===== config.mk =====
export PLATFORM = sky130hd
export DESIGN_NAME = dbg_reg_writer_flat
export DESIGN_NICKNAME = d
export VERILOG_FILES = /design/src/rtl/dbg_reg_writer_if.sv /design/src/rtl/dbg_reg_writer.sv /design/src/flat_wrapper.sv
export SDC_FILE = /design/constraint.sdc
export NUM_CORES = 1
export LEC_CHECK = 0
export ABC_AREA = 1
export BUFFER_PORTS_ARGS = -buffer_cell sky130_fd_sc_hd__buf_2
export CORE_ASPECT_RATIO = 1.25
export CORE_MARGIN = 3
export CORE_UTILIZATION = 58
export CTS_CLUSTER_DIAMETER = 60
export CTS_CLUSTER_SIZE = 12
export DETAILED_ROUTE_END_ITERATION = 10
export PLACE_DENSITY = 0.95
export SYNTH_ARGS = -nofsm -noshare
export SYNTH_HDL_FRONTEND = slang
export SYNTH_SLANG_ARGS = --single-unit

===== constraint.sdc =====
create_clock -name clk_i -period 3 [get_ports clk_i]
set_input_delay 0.45 -clock clk_i [delete_from_list [all_inputs] [get_ports clk_i]]
set_output_delay 0.45 -clock clk_i [all_outputs]
set_load 0.005 [all_outputs]

===== src/rtl/dbg_reg_writer_if.sv =====
// Debug write port between dbg_reg_writer (master) and the register file
// (slave).
//   wr_req  : write request, held until accepted
//   wr_addr : target register, stable while wr_req is high
//   wr_data : write data, stable while wr_req is high
//   wr_ack  : RF accepts in any cycle where wr_req && wr_ack
interface dbg_reg_writer_if #(
  parameter int unsigned ADDR_W = 5,
  parameter int unsigned DATA_W = 32
) ();
  logic              wr_req;
  logic [ADDR_W-1:0] wr_addr;
  logic [DATA_W-1:0] wr_data;
  logic              wr_ack;

  modport master (output wr_req, output wr_addr, output wr_data, input wr_ack);
  modport slave  (input wr_req, input wr_addr, input wr_data, output wr_ack);
endinterface


===== src/rtl/dbg_reg_writer.sv =====
// Operator-driven debug register writer. A 32-bit value is keyed in one hex
// nibble per rising edge of btn_enter_i, then written into register addr_i
// through a req/ack port on a rising edge of btn_commit_i.
//   clk_i, rst_i    : clock, synchronous active-high reset
//   mode_en_i       : entry enabled while high; low clears the partial value
//   digit_i         : nibble shifted in on an enter edge
//   addr_i          : target register, latched on a commit edge
//   btn_enter_i     : debounced enter button level
//   btn_commit_i    : debounced commit button level
//   disp_hi_i       : selects upper/lower 16 bits of the value for display
//   wr_if           : debug write port (master side)
//   disp_val_o      : registered display half of the shift register
//   nib_cnt_o       : nibbles entered, saturating at NIB_MAX
//   busy_o          : high while a write is in flight (REQ/DONE)
//   done_o          : one-cycle pulse after an accepted write
//   err_o           : one-cycle pulse when a commit targets register 0
module dbg_reg_writer #(
  parameter int unsigned DATA_W  = 32,
  parameter int unsigned ADDR_W  = 5,
  parameter int unsigned NIB_MAX = DATA_W / 4
) (
  input  logic               clk_i,
  input  logic               rst_i,
  input  logic               mode_en_i,
  input  logic [3:0]         digit_i,
  input  logic [ADDR_W-1:0]  addr_i,
  input  logic               btn_enter_i,
  input  logic               btn_commit_i,
  input  logic               disp_hi_i,
  dbg_reg_writer_if.master   wr_if,
  output logic [15:0]        disp_val_o,
  output logic [3:0]         nib_cnt_o,
  output logic               busy_o,
  output logic               done_o,
  output logic               err_o
);

  localparam logic [3:0] NIB_MAX_C = 4'(NIB_MAX);

  typedef enum logic [1:0] {
    S_IDLE,
    S_ENTRY,
    S_REQ,
    S_DONE
  } state_e;

  state_e            state_q, state_d;
  logic              enter_prev_q, commit_prev_q;
  logic              enter_edge, commit_edge;
  logic [DATA_W-1:0] shift_q, shift_d;
  logic [DATA_W-1:0] shifted;
  logic [3:0]        cnt_q, cnt_d;
  logic [ADDR_W-1:0] wr_addr_q, wr_addr_d;
  logic [DATA_W-1:0] wr_data_q, wr_data_d;
  logic              err_q, err_d;
  logic [15:0]       disp_q, disp_d;
  logic [31:0]       shift32;
  logic              req_c, busy_c, done_c;

  // Prev flops reset high so a button held through reset yields no edge.
  assign enter_edge  = btn_enter_i  & ~enter_prev_q;
  assign commit_edge = btn_commit_i & ~commit_prev_q;
  assign shifted     = {shift_q[DATA_W-5:0], digit_i};

  // Display always shows the low 32 bits of the value.
  assign shift32 = 32'(shift_q);
  assign disp_d  = disp_hi_i ? shift32[31:16] : shift32[15:0];

  // State and datapath registers
  always_ff @(posedge clk_i) begin
    if (rst_i) begin
      state_q       <= S_IDLE;
      enter_prev_q  <= 1'b1;
      commit_prev_q <= 1'b1;
      shift_q       <= '0;
      cnt_q         <= '0;
      wr_addr_q     <= '0;
      wr_data_q     <= '0;
      err_q         <= 1'b0;
      disp_q        <= '0;
    end else begin
      state_q       <= state_d;
      enter_prev_q  <= btn_enter_i;
      commit_prev_q <= btn_commit_i;
      shift_q       <= shift_d;
      cnt_q         <= cnt_d;
      wr_addr_q     <= wr_addr_d;
      wr_data_q     <= wr_data_d;
      err_q         <= err_d;
      disp_q        <= disp_d;
    end
  end

  // Next-state and datapath update
  always_comb begin
    state_d   = state_q;
    shift_d   = shift_q;
    cnt_d     = cnt_q;
    wr_addr_d = wr_addr_q;
    wr_data_d = wr_data_q;
    err_d     = 1'b0;
    unique case (state_q)
      S_IDLE: begin
        if (!mode_en_i) begin
          shift_d = '0;
          cnt_d   = '0;
        end else if (enter_edge) begin
          shift_d = shifted;
          cnt_d   = 4'd1;
          state_d = S_ENTRY;
        end
      end
      S_ENTRY: begin
        if (!mode_en_i) begin
          shift_d = '0;
          cnt_d   = '0;
          state_d = S_IDLE;
        end else if (commit_edge) begin
          // Commit beats a simultaneous enter: the new nibble is dropped.
          wr_addr_d = addr_i;
          wr_data_d = shift_q;
          if (addr_i == '0) begin
            err_d   = 1'b1;
            shift_d = '0;
            cnt_d   = '0;
            state_d = S_IDLE;
          end else begin
            state_d = S_REQ;
          end
        end else if (enter_edge) begin
          shift_d = shifted;
          cnt_d   = (cnt_q == NIB_MAX_C) ? cnt_q : cnt_q + 4'd1;
        end
      end
      S_REQ: begin
        if (wr_if.wr_ack) state_d = S_DONE;
      end
      S_DONE: begin
        shift_d = '0;
        cnt_d   = '0;
        state_d = S_IDLE;
      end
      default: state_d = S_IDLE;
    endcase
  end

  // State-decoded outputs
  always_comb begin
    req_c  = 1'b0;
    busy_c = 1'b0;
    done_c = 1'b0;
    unique case (state_q)
      S_REQ: begin
        req_c  = 1'b1;
        busy_c = 1'b1;
      end
      S_DONE: begin
        busy_c = 1'b1;
        done_c = 1'b1;
      end
      default: ;
    endcase
  end

  assign wr_if.wr_req  = req_c;
  assign wr_if.wr_addr = wr_addr_q;
  assign wr_if.wr_data = wr_data_q;
  assign busy_o        = busy_c;
  assign done_o        = done_c;
  assign err_o         = err_q;
  assign nib_cnt_o     = cnt_q;
  assign disp_val_o    = disp_q;

endmodule


===== src/flat_wrapper.sv =====
// flat-port wrapper written by rule: the top's interface ports become plain ports
module dbg_reg_writer_flat 
#(
  parameter int unsigned DATA_W  = 32,
  parameter int unsigned ADDR_W  = 5,
  parameter int unsigned NIB_MAX = DATA_W / 4
)
  (clk_i, rst_i, mode_en_i, digit_i, addr_i, btn_enter_i, btn_commit_i, disp_hi_i, disp_val_o, nib_cnt_o, busy_o, done_o, err_o, wr_if_wr_req, wr_if_wr_addr, wr_if_wr_data, wr_if_wr_ack);
  dbg_reg_writer_if #(.ADDR_W(ADDR_W), .DATA_W(DATA_W)) wr_if_i ();
  input  logic clk_i;
  input  logic rst_i;
  input  logic mode_en_i;
  input  logic [3:0] digit_i;
  input  logic [ADDR_W-1:0] addr_i;
  input  logic btn_enter_i;
  input  logic btn_commit_i;
  input  logic disp_hi_i;
  output logic [15:0] disp_val_o;
  output logic [3:0] nib_cnt_o;
  output logic busy_o;
  output logic done_o;
  output logic err_o;
  output wire logic [$bits(wr_if_i.wr_req)-1:0] wr_if_wr_req;
  output wire logic [$bits(wr_if_i.wr_addr)-1:0] wr_if_wr_addr;
  output wire logic [$bits(wr_if_i.wr_data)-1:0] wr_if_wr_data;
  input wire logic [$bits(wr_if_i.wr_ack)-1:0] wr_if_wr_ack;
  assign wr_if_wr_req = wr_if_i.wr_req;
  assign wr_if_wr_addr = wr_if_i.wr_addr;
  assign wr_if_wr_data = wr_if_i.wr_data;
  assign wr_if_i.wr_ack = wr_if_wr_ack;
  dbg_reg_writer #(.DATA_W(DATA_W), .ADDR_W(ADDR_W), .NIB_MAX(NIB_MAX)) u_core (.clk_i(clk_i), .rst_i(rst_i), .mode_en_i(mode_en_i), .digit_i(digit_i), .addr_i(addr_i), .btn_enter_i(btn_enter_i), .btn_commit_i(btn_commit_i), .disp_hi_i(disp_hi_i), .wr_if(wr_if_i), .disp_val_o(disp_val_o), .nib_cnt_o(nib_cnt_o), .busy_o(busy_o), .done_o(done_o), .err_o(err_o));
endmodule

# Word level (Yosys, flattened, before mapping)
# Index checks and enable logic that the tools add are counted.
# classes
add_sub_neg	1
n_eq_ne	12
muxes	26
bitwise	7
n_reduce_logical	9
# ops
operator	count
$mux 32	5
$pmux 32 s3	1
$mux 4	7
$mux 16	1
$mux 2	6
$pmux 4 s3	1
$pmux 2 s4	1
$ne 3x2->1 const B	2
$logic_not 5->1	1
$not 1->1	5
$reduce_and 5->1	1
$add 4x1->4 const B	1
$eq 2x2->1 const B	2
$eq 4x4->1 const B	1
$mux 1	4
$ne 2x2->1 const B	2
$ne 4x2->1 const B	1
$ne 4x3->1 const B	1
$ne 4x4->1 const B	1
$reduce_and 4->1	1
$reduce_or 4->1	1
$reduce_and 3->1	1
$reduce_bool 3->1	1
$and 1x1->1	2
5 further kinds	5
# word_totals
regBits	94
out_inout_bits	61
word_cells	64

# Logic depth before layout (Yosys ltp)
# depth
ltp_word	6
mapped_depth	10
mapped_depth_nobuf	9

# Worst setup path after synthesis
# Ideal clock, no wire load.
# synth_path
kind	input -> register
from	input addr_i[0]
to	register u_core.shift_q[20], in the netlist u_core.shift32[20]
setup_ps	116
arrival_ps	1286
required_ps	2884
setup_slack_ps	1599
stages	9
path_buffers	1
cell_sequence	nor2_1 > nand4_1 > nand2_4 > clkinv_2 > nor2_2 > nand2_4 > buf_6 > nand2_1 > nor2_1
# synth_between
elab_chain_len	3
# synth_lines
item	line	source
start: declaration	flat_wrapper.sv:14	input logic [ADDR_W-1:0] addr_i;
$logic_not 5->1	dbg_reg_writer.sv:122	if (addr_i == '0) begin
$ne 4x4->1 (no source line)	-	
$reduce_and 2->1 (no source line)	-	
end signal: assignment	dbg_reg_writer.sv:85	shift_q <= shift_d;
end: declaration	dbg_reg_writer.sv:50	logic [DATA_W-1:0] shift_q, shift_d;
# No other way between the ends.
# A chain may end at the register's enable or synchronous reset.

==> results.toml <==
[detailed_routing]
route.detailed.drc = 0
routed_wl_um = 8380
first_iter_violations = 248
ant_nets = 0
vias_per_cell = 5.29
vias = 3248
avgRoutedWirePerCell_um = 13.6
drt_first_pass_iters = 5

[sta]
drv_slew = 0
tightest_slew_ns = 0.624
setup_violations = 0
skew_ns = 0.00851
relSlewSlack_pct = 58.4
fmax_ghz = 0.550
setup_tns_ns = 0
finalCriticalPeriod_ns = 1.82
hold_violations = 0
rsz0062_at_grt = "false"
post-route-period-util_pct = 60.6

[worst_setup_path]
cp-start-kind = "flop"
criticalPathCategory = "flop to flop"
r2r_setup_slack_ns = 1.18
end_kind = "flop"
required_ns = 3.24
arrival_ns = 2.06
cp_max_fo = 64

[floorplanning]
dieArea_um2 = 7270
row_count = 31
coreArea_um2 = 5930
dieHeight_um = 94.6
start_util_pct = 61.3
top_level_ports = 77
die_w_um = 76.9

[clock_network]
cts_max_path_buffers = 2
cts_hold_buf = 0
clk_latency_ns = 0.36
cts_buffers = 9
cts_resized = 0
post-cts-setup-buffers = 0
ctsRootBufferMaster = "clkbuf_8"
cts.sinks = 94
clk_pin_slew_worst_paths_ns = 0.09
cts_tree = "done"
cts.htree.levels = 3

[run_status]
status = "finished clean"

[power_and_ir_drop]
p_total_mw = 2.30
power-per-cell-area_nw_per_um2 = 555
irDropWorstVdd_v = 0.000390
p_leak_nw = 1.96

[synth]
syn_inst = 469
syn_area_per_cell_um2 = 7.76
seq_area_frac_synth_pct = 51.7
ys_ff_latch = 94
yosysWarnings = 0
synth_nets = 487
syn_area_um2 = 3640
yosysUniqueCellTypes = 24

[cells_and_area]
final_layout_size_suffix_gt1_share_pct = 20.1
nFillCells = 468
multi_input_comb_area_um2 = 1380
syn_to_final_growth_pct = 14.1
num_antenna_cells = 0
layout_common_cells = "dfxtp_1 (94), nand2_1 (81), o21ai_0 (78)"
layout.cells.most_common = "dfxtp_1"
register_area_um2 = 1880
nets = 545

[hold_path]
hold_class = "primary input to flop"

[flow_run]
drv_cap = 0

[placement]
dp_hpwl_um = 5440
place.gp.congestion = 0.870
port-buffer-count = 76

[global_routing]
grt_max_degree = 74
grt_pass1_vias = 2813
antenna_found_initial = 0
grt_usage_pct = 23.1
grt_pass1_wl_um = 13200
overflow = 0
-- kinds of logic (layout without fill, tap and decap cells) --
| logic type | Yosys count | count (layout) | synth area share [%] |
|---|---|---|---|
| compound gates | 145 | 145 | 20.0 |
| fa+ha+maj | 2 | 2 | 0.687 |
| buf+inv | 82 | 145 | 10.3 |
| flops | 94 | 94 | 51.7 |
| simple gates | 146 | 146 | 17.3 |
-- stage by stage --
step	instance area [um^2]	setup slack (ns)	util [%]	cells	hold slack, ns
floorplan	3640	1.60	-	469	0.449
global placement	3960	1.12	66.6	598	0.475
detailed placement	3960	1.01	66.6	598	0.480
CTS	4150	1.22	70.0	614	0.280
global route	4150	0.991	70.0	614	0.280
finish	4150	1.18	70.0	614	0.287
-- where the power goes --
group / switching (mW) / leakage [nW] / internal (mW) / total (mW)
combinational: 0.115 / 1.11 / 0.0580 / 0.173
clock: 0.427 / 0.0932 / 0.412 / 0.839
sequential: 0.0169 / 0.762 / 1.28 / 1.29
total: 0.559 / 1.96 / 1.75 / 2.30
-- critical path, stage by stage (launching register included) --
cell,delay (ns)
dfxtp_1,0.35
inv_1,0.10
nand3_2,0.12
nor2_4,0.05
nand2_4,0.10
nand3_4,0.47
o21ai_0,0.41
nor2_1,0.09
-- layer usage --
metal	vias to the layer above	wire, um	global-route usage [%]	share of wire (%)
met2	137	4020	38.0	48
met3	31	569	6.20	6.8
met4	0	325	12.7	3.9
li1	1621	-	-	-
met1	1459	3470	27.4	41
met5	-	0	0	0
-- worst paths after layout --
kind                                        start                       to  cells after the start
worst min register to register  u_core.shift32[1]  u_core.wr_if.wr_data[1]                      2
worst max register to register               flop        u_core.shift32[8]                      7
worst min-delay path                 btn_commit_i     u_core.commit_prev_q                      2
worst max-delay path                         flop        u_core.shift32[8]                      7
-- cell type report --
cell class	instances	share of cell area [%]
sequential	94	45.3
multi-input combinational	293	33.3
timing repair buffer	78	9.52
inverter	51	4.64
clock buffer	12	3.49
tap	82	2.47
clock inverter	4	1.30
-- Yosys cell counts (all sizes together) --
| cell | instances | area share, % |
|---|---|---|
| o211ai | 1 | 0.21 |
| inv | 50 | 5.2 |
| a31oi | 1 | 0.17 |
| nand2 | 83 | 9.0 |
| o21ai | 88 | 12 |
| nor3 | 2 | 0.28 |
| clkinv | 1 | 0.14 |
| ha | 2 | 0.69 |
| dfxtp | 94 | 52 |
| nand3 | 6 | 1.4 |
| nor2 | 48 | 5.4 |
| a21oi | 55 | 7.6 |
| clkbuf | 13 | 1.3 |
| buf | 18 | 3.7 |
| nand4 | 3 | 0.52 |
| or2 | 4 | 0.69 |
-- sequential cells by signal, summed over array words and instances (netlist names), named ones only --
register              cells
u_core.state_q            1
u_core.wr_if.wr_addr      5
u_core.err_o              1
u_core.wr_if.wr_data     32
u_core.commit_prev_q      1
u_core.disp_val_o        16
u_core.enter_prev_q       1
u_core.nib_cnt_o          4
u_core.shift32           32
Power figures use the tool's default switching activity.
